===== config.mk =====
export PLATFORM = sky130hd
export DESIGN_NAME = pic_init_sequencer
export DESIGN_NICKNAME = d
export VERILOG_FILES = /design/src/rtl/pic_init_sequencer.sv
export SDC_FILE = /design/constraint.sdc
export NUM_CORES = 1
export LEC_CHECK = 0
export BUFFER_PORTS_ARGS = -buffer_cell sky130_fd_sc_hd__buf_2
export CORE_MARGIN = 2
export CORE_UTILIZATION = 44
export DETAILED_ROUTE_END_ITERATION = 10
export HOLD_SLACK_MARGIN = 0.02
export PLACE_DENSITY_LB_ADDON = 0.15
export SYNTH_ARGS = -nofsm -noshare
export SYNTH_HDL_FRONTEND = slang
export SYNTH_SLANG_ARGS = --single-unit

===== constraint.sdc =====
create_clock -name clk -period 1.4 [get_ports clk]
set_input_delay 0.07 -clock clk [delete_from_list [all_inputs] [get_ports clk]]
set_output_delay 0.07 -clock clk [all_outputs]
set_load 0.005 [all_outputs]

===== src/rtl/pic_init_sequencer.sv =====
// 8259 command-word sequencer: walks ICW1..ICW4, routes A0=1 writes, and holds OCW state.
// Build option PIC_CASCADE_EN enables the ICW3 step, the icw3 register and the ms bit.
module pic_init_sequencer (
  input  logic       clk,
  input  logic       rst,
  input  logic       writeICW1,
  input  logic       writeICW2to4,
  input  logic       writeOCW1,
  input  logic       writeOCW2,
  input  logic       writeOCW3,
  input  logic [7:0] internalDataBus,
  output logic       init_done,
  output logic       ltim,
  output logic       sngl,
  output logic       ic4,
  output logic [4:0] vector_base,
  output logic [7:0] icw3,
  output logic       upm,
  output logic       aeoi,
  output logic       ms,
  output logic       buf_mode,
  output logic       sfnm,
  output logic [7:0] imr,
  output logic       ocw2_pulse,
  output logic       ocw2_r,
  output logic       ocw2_sl,
  output logic       ocw2_eoi,
  output logic [2:0] ocw2_level,
  output logic       rotate_aeoi,
  output logic       read_isr,
  output logic       poll_pulse,
  output logic       smm
);

  typedef enum logic [2:0] {
    S_IDLE, S_WAIT_ICW2, S_WAIT_ICW3, S_WAIT_ICW4, S_READY
  } state_t;

  state_t state_q, state_d;

  logic       init_done_q, init_done_d;
  logic       ltim_q, ltim_d, sngl_q, sngl_d, ic4_q, ic4_d;
  logic [4:0] vector_base_q, vector_base_d;
  logic       upm_q, upm_d, aeoi_q, aeoi_d, ms_q, ms_d;
  logic       buf_mode_q, buf_mode_d, sfnm_q, sfnm_d;
  logic [7:0] imr_q, imr_d;
  logic       ocw2_pulse_q, ocw2_pulse_d;
  logic       ocw2_r_q, ocw2_r_d, ocw2_sl_q, ocw2_sl_d, ocw2_eoi_q, ocw2_eoi_d;
  logic [2:0] ocw2_level_q, ocw2_level_d;
  logic       rotate_aeoi_q, rotate_aeoi_d;
  logic       read_isr_q, read_isr_d;
  logic       poll_pulse_q, poll_pulse_d;
  logic       smm_q, smm_d;
`ifdef PIC_CASCADE_EN
  logic [7:0] icw3_q, icw3_d;
`endif

  logic a0_wr;
  logic in_ready;

  // The A0=1 strobes arrive together; either one counts as the write.
  assign a0_wr    = writeICW2to4 | writeOCW1;
  assign in_ready = (state_q == S_READY);

  always_ff @(posedge clk or posedge rst) begin
    if (rst) state_q <= S_IDLE;
    else     state_q <= state_d;
  end

  always_comb begin
    state_d = state_q;
    if (writeICW1) begin
      state_d = S_WAIT_ICW2;
    end else if (a0_wr) begin
      case (state_q)
        S_WAIT_ICW2: begin
          state_d = ic4_q ? S_WAIT_ICW4 : S_READY;
`ifdef PIC_CASCADE_EN
          if (!sngl_q) state_d = S_WAIT_ICW3;
`endif
        end
        S_WAIT_ICW3: state_d = ic4_q ? S_WAIT_ICW4 : S_READY;
        S_WAIT_ICW4: state_d = S_READY;
        default:     state_d = state_q;
      endcase
    end
  end

  always_comb begin
    init_done_d   = (state_d == S_READY);
    ltim_d        = ltim_q;
    sngl_d        = sngl_q;
    ic4_d         = ic4_q;
    vector_base_d = vector_base_q;
    upm_d         = upm_q;
    aeoi_d        = aeoi_q;
    ms_d          = ms_q;
    buf_mode_d    = buf_mode_q;
    sfnm_d        = sfnm_q;
    imr_d         = imr_q;
    ocw2_pulse_d  = 1'b0;
    ocw2_r_d      = ocw2_r_q;
    ocw2_sl_d     = ocw2_sl_q;
    ocw2_eoi_d    = ocw2_eoi_q;
    ocw2_level_d  = ocw2_level_q;
    rotate_aeoi_d = rotate_aeoi_q;
    read_isr_d    = read_isr_q;
    poll_pulse_d  = 1'b0;
    smm_d         = smm_q;
`ifdef PIC_CASCADE_EN
    icw3_d        = icw3_q;
`endif
    if (writeICW1) begin
      ltim_d        = internalDataBus[3];
      sngl_d        = internalDataBus[1];
      ic4_d         = internalDataBus[0];
      imr_d         = 8'h00;
      smm_d         = 1'b0;
      read_isr_d    = 1'b0;
      rotate_aeoi_d = 1'b0;
      upm_d         = 1'b0;
      aeoi_d        = 1'b0;
      ms_d          = 1'b0;
      buf_mode_d    = 1'b0;
      sfnm_d        = 1'b0;
`ifdef PIC_CASCADE_EN
      icw3_d        = 8'h00;
`endif
    end else begin
      if (a0_wr) begin
        case (state_q)
          S_WAIT_ICW2: vector_base_d = internalDataBus[7:3];
`ifdef PIC_CASCADE_EN
          S_WAIT_ICW3: icw3_d = internalDataBus;
`endif
          S_WAIT_ICW4: begin
            sfnm_d     = internalDataBus[4];
            buf_mode_d = internalDataBus[3];
`ifdef PIC_CASCADE_EN
            ms_d       = internalDataBus[2];
`endif
            aeoi_d     = internalDataBus[1];
            upm_d      = internalDataBus[0];
          end
          S_READY:     imr_d = internalDataBus;
          default:     imr_d = imr_q;
        endcase
      end
      if (writeOCW2 && in_ready) begin
        ocw2_pulse_d = 1'b1;
        ocw2_r_d     = internalDataBus[7];
        ocw2_sl_d    = internalDataBus[6];
        ocw2_eoi_d   = internalDataBus[5];
        ocw2_level_d = internalDataBus[2:0];
        // Only the non-specific, non-EOI forms touch the rotate-on-AEOI flag.
        if (internalDataBus[6:5] == 2'b00) rotate_aeoi_d = internalDataBus[7];
      end
      if (writeOCW3 && in_ready) begin
        if (internalDataBus[1]) read_isr_d = internalDataBus[0];
        if (internalDataBus[6]) smm_d = internalDataBus[5];
        poll_pulse_d = internalDataBus[2];
      end
    end
  end

  always_ff @(posedge clk or posedge rst) begin
    if (rst) begin
      init_done_q   <= 1'b0;
      ltim_q        <= 1'b0;
      sngl_q        <= 1'b0;
      ic4_q         <= 1'b0;
      vector_base_q <= 5'd0;
      upm_q         <= 1'b0;
      aeoi_q        <= 1'b0;
      ms_q          <= 1'b0;
      buf_mode_q    <= 1'b0;
      sfnm_q        <= 1'b0;
      imr_q         <= 8'h00;
      ocw2_pulse_q  <= 1'b0;
      ocw2_r_q      <= 1'b0;
      ocw2_sl_q     <= 1'b0;
      ocw2_eoi_q    <= 1'b0;
      ocw2_level_q  <= 3'd0;
      rotate_aeoi_q <= 1'b0;
      read_isr_q    <= 1'b0;
      poll_pulse_q  <= 1'b0;
      smm_q         <= 1'b0;
    end else begin
      init_done_q   <= init_done_d;
      ltim_q        <= ltim_d;
      sngl_q        <= sngl_d;
      ic4_q         <= ic4_d;
      vector_base_q <= vector_base_d;
      upm_q         <= upm_d;
      aeoi_q        <= aeoi_d;
      ms_q          <= ms_d;
      buf_mode_q    <= buf_mode_d;
      sfnm_q        <= sfnm_d;
      imr_q         <= imr_d;
      ocw2_pulse_q  <= ocw2_pulse_d;
      ocw2_r_q      <= ocw2_r_d;
      ocw2_sl_q     <= ocw2_sl_d;
      ocw2_eoi_q    <= ocw2_eoi_d;
      ocw2_level_q  <= ocw2_level_d;
      rotate_aeoi_q <= rotate_aeoi_d;
      read_isr_q    <= read_isr_d;
      poll_pulse_q  <= poll_pulse_d;
      smm_q         <= smm_d;
    end
  end

`ifdef PIC_CASCADE_EN
  always_ff @(posedge clk or posedge rst) begin
    if (rst) icw3_q <= 8'h00;
    else     icw3_q <= icw3_d;
  end
  assign icw3 = icw3_q;
`else
  assign icw3 = 8'h00;
`endif

  assign init_done   = init_done_q;
  assign ltim        = ltim_q;
  assign sngl        = sngl_q;
  assign ic4         = ic4_q;
  assign vector_base = vector_base_q;
  assign upm         = upm_q;
  assign aeoi        = aeoi_q;
  assign ms          = ms_q;
  assign buf_mode    = buf_mode_q;
  assign sfnm        = sfnm_q;
  assign imr         = imr_q;
  assign ocw2_pulse  = ocw2_pulse_q;
  assign ocw2_r      = ocw2_r_q;
  assign ocw2_sl     = ocw2_sl_q;
  assign ocw2_eoi    = ocw2_eoi_q;
  assign ocw2_level  = ocw2_level_q;
  assign rotate_aeoi = rotate_aeoi_q;
  assign read_isr    = read_isr_q;
  assign poll_pulse  = poll_pulse_q;
  assign smm         = smm_q;

endmodule

==> results <==
- CTS built an H-tree with a depth of 2.
- The final layout contains routed wiring with a total length of 3.41 mm.
- The total track usage is 18.5%.
- The number of register bits inferred by synthesis is 35.
- In this run the register-to-register setup slack is 0.06 ns.
- The overall overflow remaining after global route is 0.
- The final hold slack is 0.0264 ns.
- The area taken by flip-flops and latches is 876 um2.
- The fraction of final layout cells with drive strength greater than 1 is 46.6%.
- The TritonCTS clock tree is built.
- The slowest stage of the critical path belongs to the cell sky130_fd_sc_hd__dfrtp_1.
- Measured in cells, the most critical reg-to-reg path has a length of 6.
- The startpoint of the tightest hold check path is internalDataBus[5].
- The first detailed-routing pass took 4 iterations.
- Before CTS, the worst setup slack after placement is -0.0105 ns.
- The total standard cell area after synthesis is 1570 um2.
- Once the floorplan was initialized, standard cells occupied 46.2% of the core.
- Per report_power, the combinational group accounts for 22.3% of the total.
- The final critical path takes up 95.8% of the cycle.
- At the later pin of the worst-skew pair, clock insertion delay measures 0.34 ns.
- Headroom to the max-slew limit came out at 63.3%.
- After synthesis, the mean cell area works out to 12.5 um2.
- The initial antenna violation count is 0.
- The switching power is 0.656 mW.
- The total of buffers placed on input and output ports is 46.
- The part of the total power dissipated in sequential elements is 51.4%.
- The net count of the finished layout is 207.
- In the final routed layout, each cell accounts on average for 14.2 um.
- For this design, the sink count on the clock tree is 35.
- The final weighted congestion in routability-driven placement is 0.735.
- The die is 63.6 um tall.
- Fill cells in the final layout number 298.
- The clock network is responsible for 26.4% of the overall power.
- After clock tree synthesis, the clock-pin slew on the worst setup and hold paths is 0.11 ns.
- The total area of multi-input combinational cells is 611 um2.
- The cell repeated most along the worst path is sky130_fd_sc_hd__buf_4.
- The floorplan has 21 rows.
- The die width is 63.6 um.
- The internal power of the cells totals 1.75 mW.
- The endpoint of the worst hold path is smm.
- The buffer type at the clock tree root is sky130_fd_sc_hd__clkbuf_4.
- The post-synthesis instance total is 125.
- The number of buffers between clock root and the deepest sink is 2.
- After detailed routing, the number of vias per cell comes to 4.98.
- The signal arrival time at the worst endpoint is 1.62 ns.
- STA classifies the critical path startpoint as a register.
- The number of max-slew violations in the final report is 0.
- For this run, the number of Yosys warnings is 0.
- Entering global routing, the biggest net connects 36 pins.
- Across the run, the number of max-cap violations was 0.
- The critical path is of the reg -> reg type.
- The hold violation total from the final report is 0.
- 0 antenna diodes ended up in the layout.
- In this run the standard cell core region covers 3390 um2.
- For this block, the initial DRC count from the detailed router was 38.
- Of all nets on the critical path, the largest fanout is 4.
- Compared with the post-synthesis result, the final layout area differs by 30.0%.
- Across all layers, the routed design uses 1,191 vias.
- The distinct cell type count after synthesis is 30.
- Power spread over the standard cell area amounts to 1180 nW/um2.
- The worst hold path belongs to the class in -> reg.
- For the pin with the worst max-slew slack, the measured transition is 0.549 ns.
- The final clock skew is 0.0109 ns.
- Summed over all failing endpoints, the final setup total negative slack is 0 ns.
- On the worst path, the slowest cell contributes a delay of 0.43 ns.
- The capturing point of the worst reg2reg path is rotate_aeoi.
- The leakage power figure is 1.06 nW.
- The buffer and inverter count on the worst path is 3.
- The worst register-to-register path begins at state_q[2].
- The final-report setup violation count is 0.
- Across all setup checks in the final design, the least slack found is 0.0593 ns.
- The final HPWL from detailed placement is 2.43 mm.
- The worst-case IR drop observed on VDD is 0.000524 V.
- The run finished with clean final reports.
- The worst path in the final design needs a cycle of 1.34 ns, including I/O delays and setup.
- The number of routed nets with antenna violations is 0.
- The count of boundary I/O pins is 56.
- The via count of the first global-routing pass came to 1,161.
- STA puts the critical path data required time at 1.68 ns.
- The sequential fraction of the synthesis area is 56.0%.
- The final routed DRC violation total is 0.
- The kind of cell adding the most delay to the critical path is flip-flops.
- Counting instances, the worst hold path has a depth of 3.
- The fmax is 0.746 GHz.
- The signal on the critical path passes through nor3b_4 > buf_4 > buf_4 > buf_4 > a21bo_2 > a21oi_2.
- Net switching is 27.3% of the power.
- Setup repair after global routing could not meet its margin everywhere.
- The endpoint class of the critical path is a register.
- The clock buffer count from CTS is 5.
- The floorplan step defined a die boundary enclosing 4050 um2.
- The wire length of the first global-routing pass is 5.65 mm.
## cells in the final DEF, fill, tap and decap left out, drive strengths merged
cell and count:
a21bo 1, a21oi 8, a22o 7, a31o 1, a31oi 2, and4b 1
buf 57, clkbuf 7, clkinvlp 1, conb 9, dfrtp 35, dlygate4sd3 9
inv 4, mux2 14, mux2i 3, nand2 4, nand2b 4, nand3 3
nand3b 2, nand4 5, nor2 3, nor3b 3, o211ai 1, o21ai 3
o21ba 3, o21bai 2, or2 1
## metrics by stage
stage	total power, mW	area, um2	util [%]	instances
2_1_floorplan	1.54	1600	-	133
3_3_place_gp	1.75	1850	54.5	220
3_5_place_dp	1.77	1850	54.5	220
4_1_cts	2.43	2020	59.5	238
5_1_grt	2.53	2030	60.0	239
6_report	2.40	2030	60.0	239
## sequential cells by signal (all words and copies together), names as in the netlist
register	count
aeoi	1
buf_mode	1
ic4	1
imr	8
init_done	1
ltim	1
ocw2_eoi	1
ocw2_level	3
ocw2_pulse	1
ocw2_r	1
ocw2_sl	1
poll_pulse	1
read_isr	1
rotate_aeoi	1
sfnm	1
smm	1
sngl	1
state_q	3
upm	1
vector_base	5
## synth_stat cells, drive strengths merged
cell	instances	area, um2
a21bo	1	10.0
nand2b	4	25.0
nand3b	2	27.5
a22o	7	61.3
dfrtp	35	876
mux2	14	158
a31o	1	8.76
a21oi	8	40.0
clkbuf	2	7.51
nor2	3	11.3
o21bai	2	15.0
nand4	5	31.3
or2	1	6.26
a31oi	2	12.5
o21ai	3	15.0
conb	1	3.75
o21ba	3	30.0
nand2	4	15.0
buf	12	95.1
nor3b	3	38.8
inv	4	15.0
o211ai	1	7.51
and4b	1	10.0
mux2i	3	30.0
nand3	3	15.0
## worst max path at each step
stage,start,endpoint,slack (ns),cells past startpoint
CTS,state_q[2],vector_base[1],0.03,3
floorplan,state_q[1],ocw2_eoi,0.06,5
global route,state_q[0],ocw2_eoi,-0.004,4
global placement,state_q[1],ocw2_level[0],0.04,4
detailed placement,state_q[1],ocw2_level[1],-0.01,4
finish,state_q[2],rotate_aeoi,0.06,6
## worst min-delay path: stages
cell,delay (ns)
sky130_fd_sc_hd__buf_2,0.14
sky130_fd_sc_hd__nand4_1,0.07
sky130_fd_sc_hd__a21oi_1,0.06
## power groups by stage
| stage | logic, mW | registers [mW] | clock network, mW |
|---|---|---|---|
| final | 0.535 | 1.23 | 0.633 |
| after global routing | 0.594 | 1.25 | 0.687 |
| after CTS | 0.539 | 1.23 | 0.653 |
| after detailed placement | 0.516 | 1.25 | 0 |
| after global placement | 0.503 | 1.25 | 0 |
| after floorplan | 0.283 | 1.26 | 0 |
## logic make-up (layout without fill, tap and decap cells)
group,after synthesis,count (layout),share of synthesized area [%]
AO/OA/AOI/OAI,28,28,12.8
other,1,9,0.240
buffers and inverters,18,78,7.51
multiplexers,17,17,12.0
flip-flops,35,35,56.0
AND/OR/NAND/NOR,26,26,11.5
## cell type report
class                      count  area share, %
sequential                    35           43.1
multi-input combinational     80           30.0
timing repair buffer          66           19.8
clock buffer                   7           3.20
tap                           46           2.83
inverter                       4          0.738
clock inverter                 1          0.369
## routing by layer
layer  vias to the layer above  part of all wire [%]  wire (um)  GRT usage, %
met5                         -                     0          0             0
met1                       585                    42       1420          22.8
met4                         0                   1.6         53          6.52
li1                        566                     -          -             -
met3                         5                   4.8        164          5.54
met2                        35                    52       1770          30.7
## repair_timing
action | 4_1_cts | 5_1_grt
pin swaps | 1 | 0
resized for setup | 0 | 2
setup endpoints to repair | 6 | 9
hold endpoints to repair | 50 | 1
hold buffers | 8 | 1
setup buffers | 2 | 0
gates cloned | 0 | 0
(Power assumes the default switching activity.)
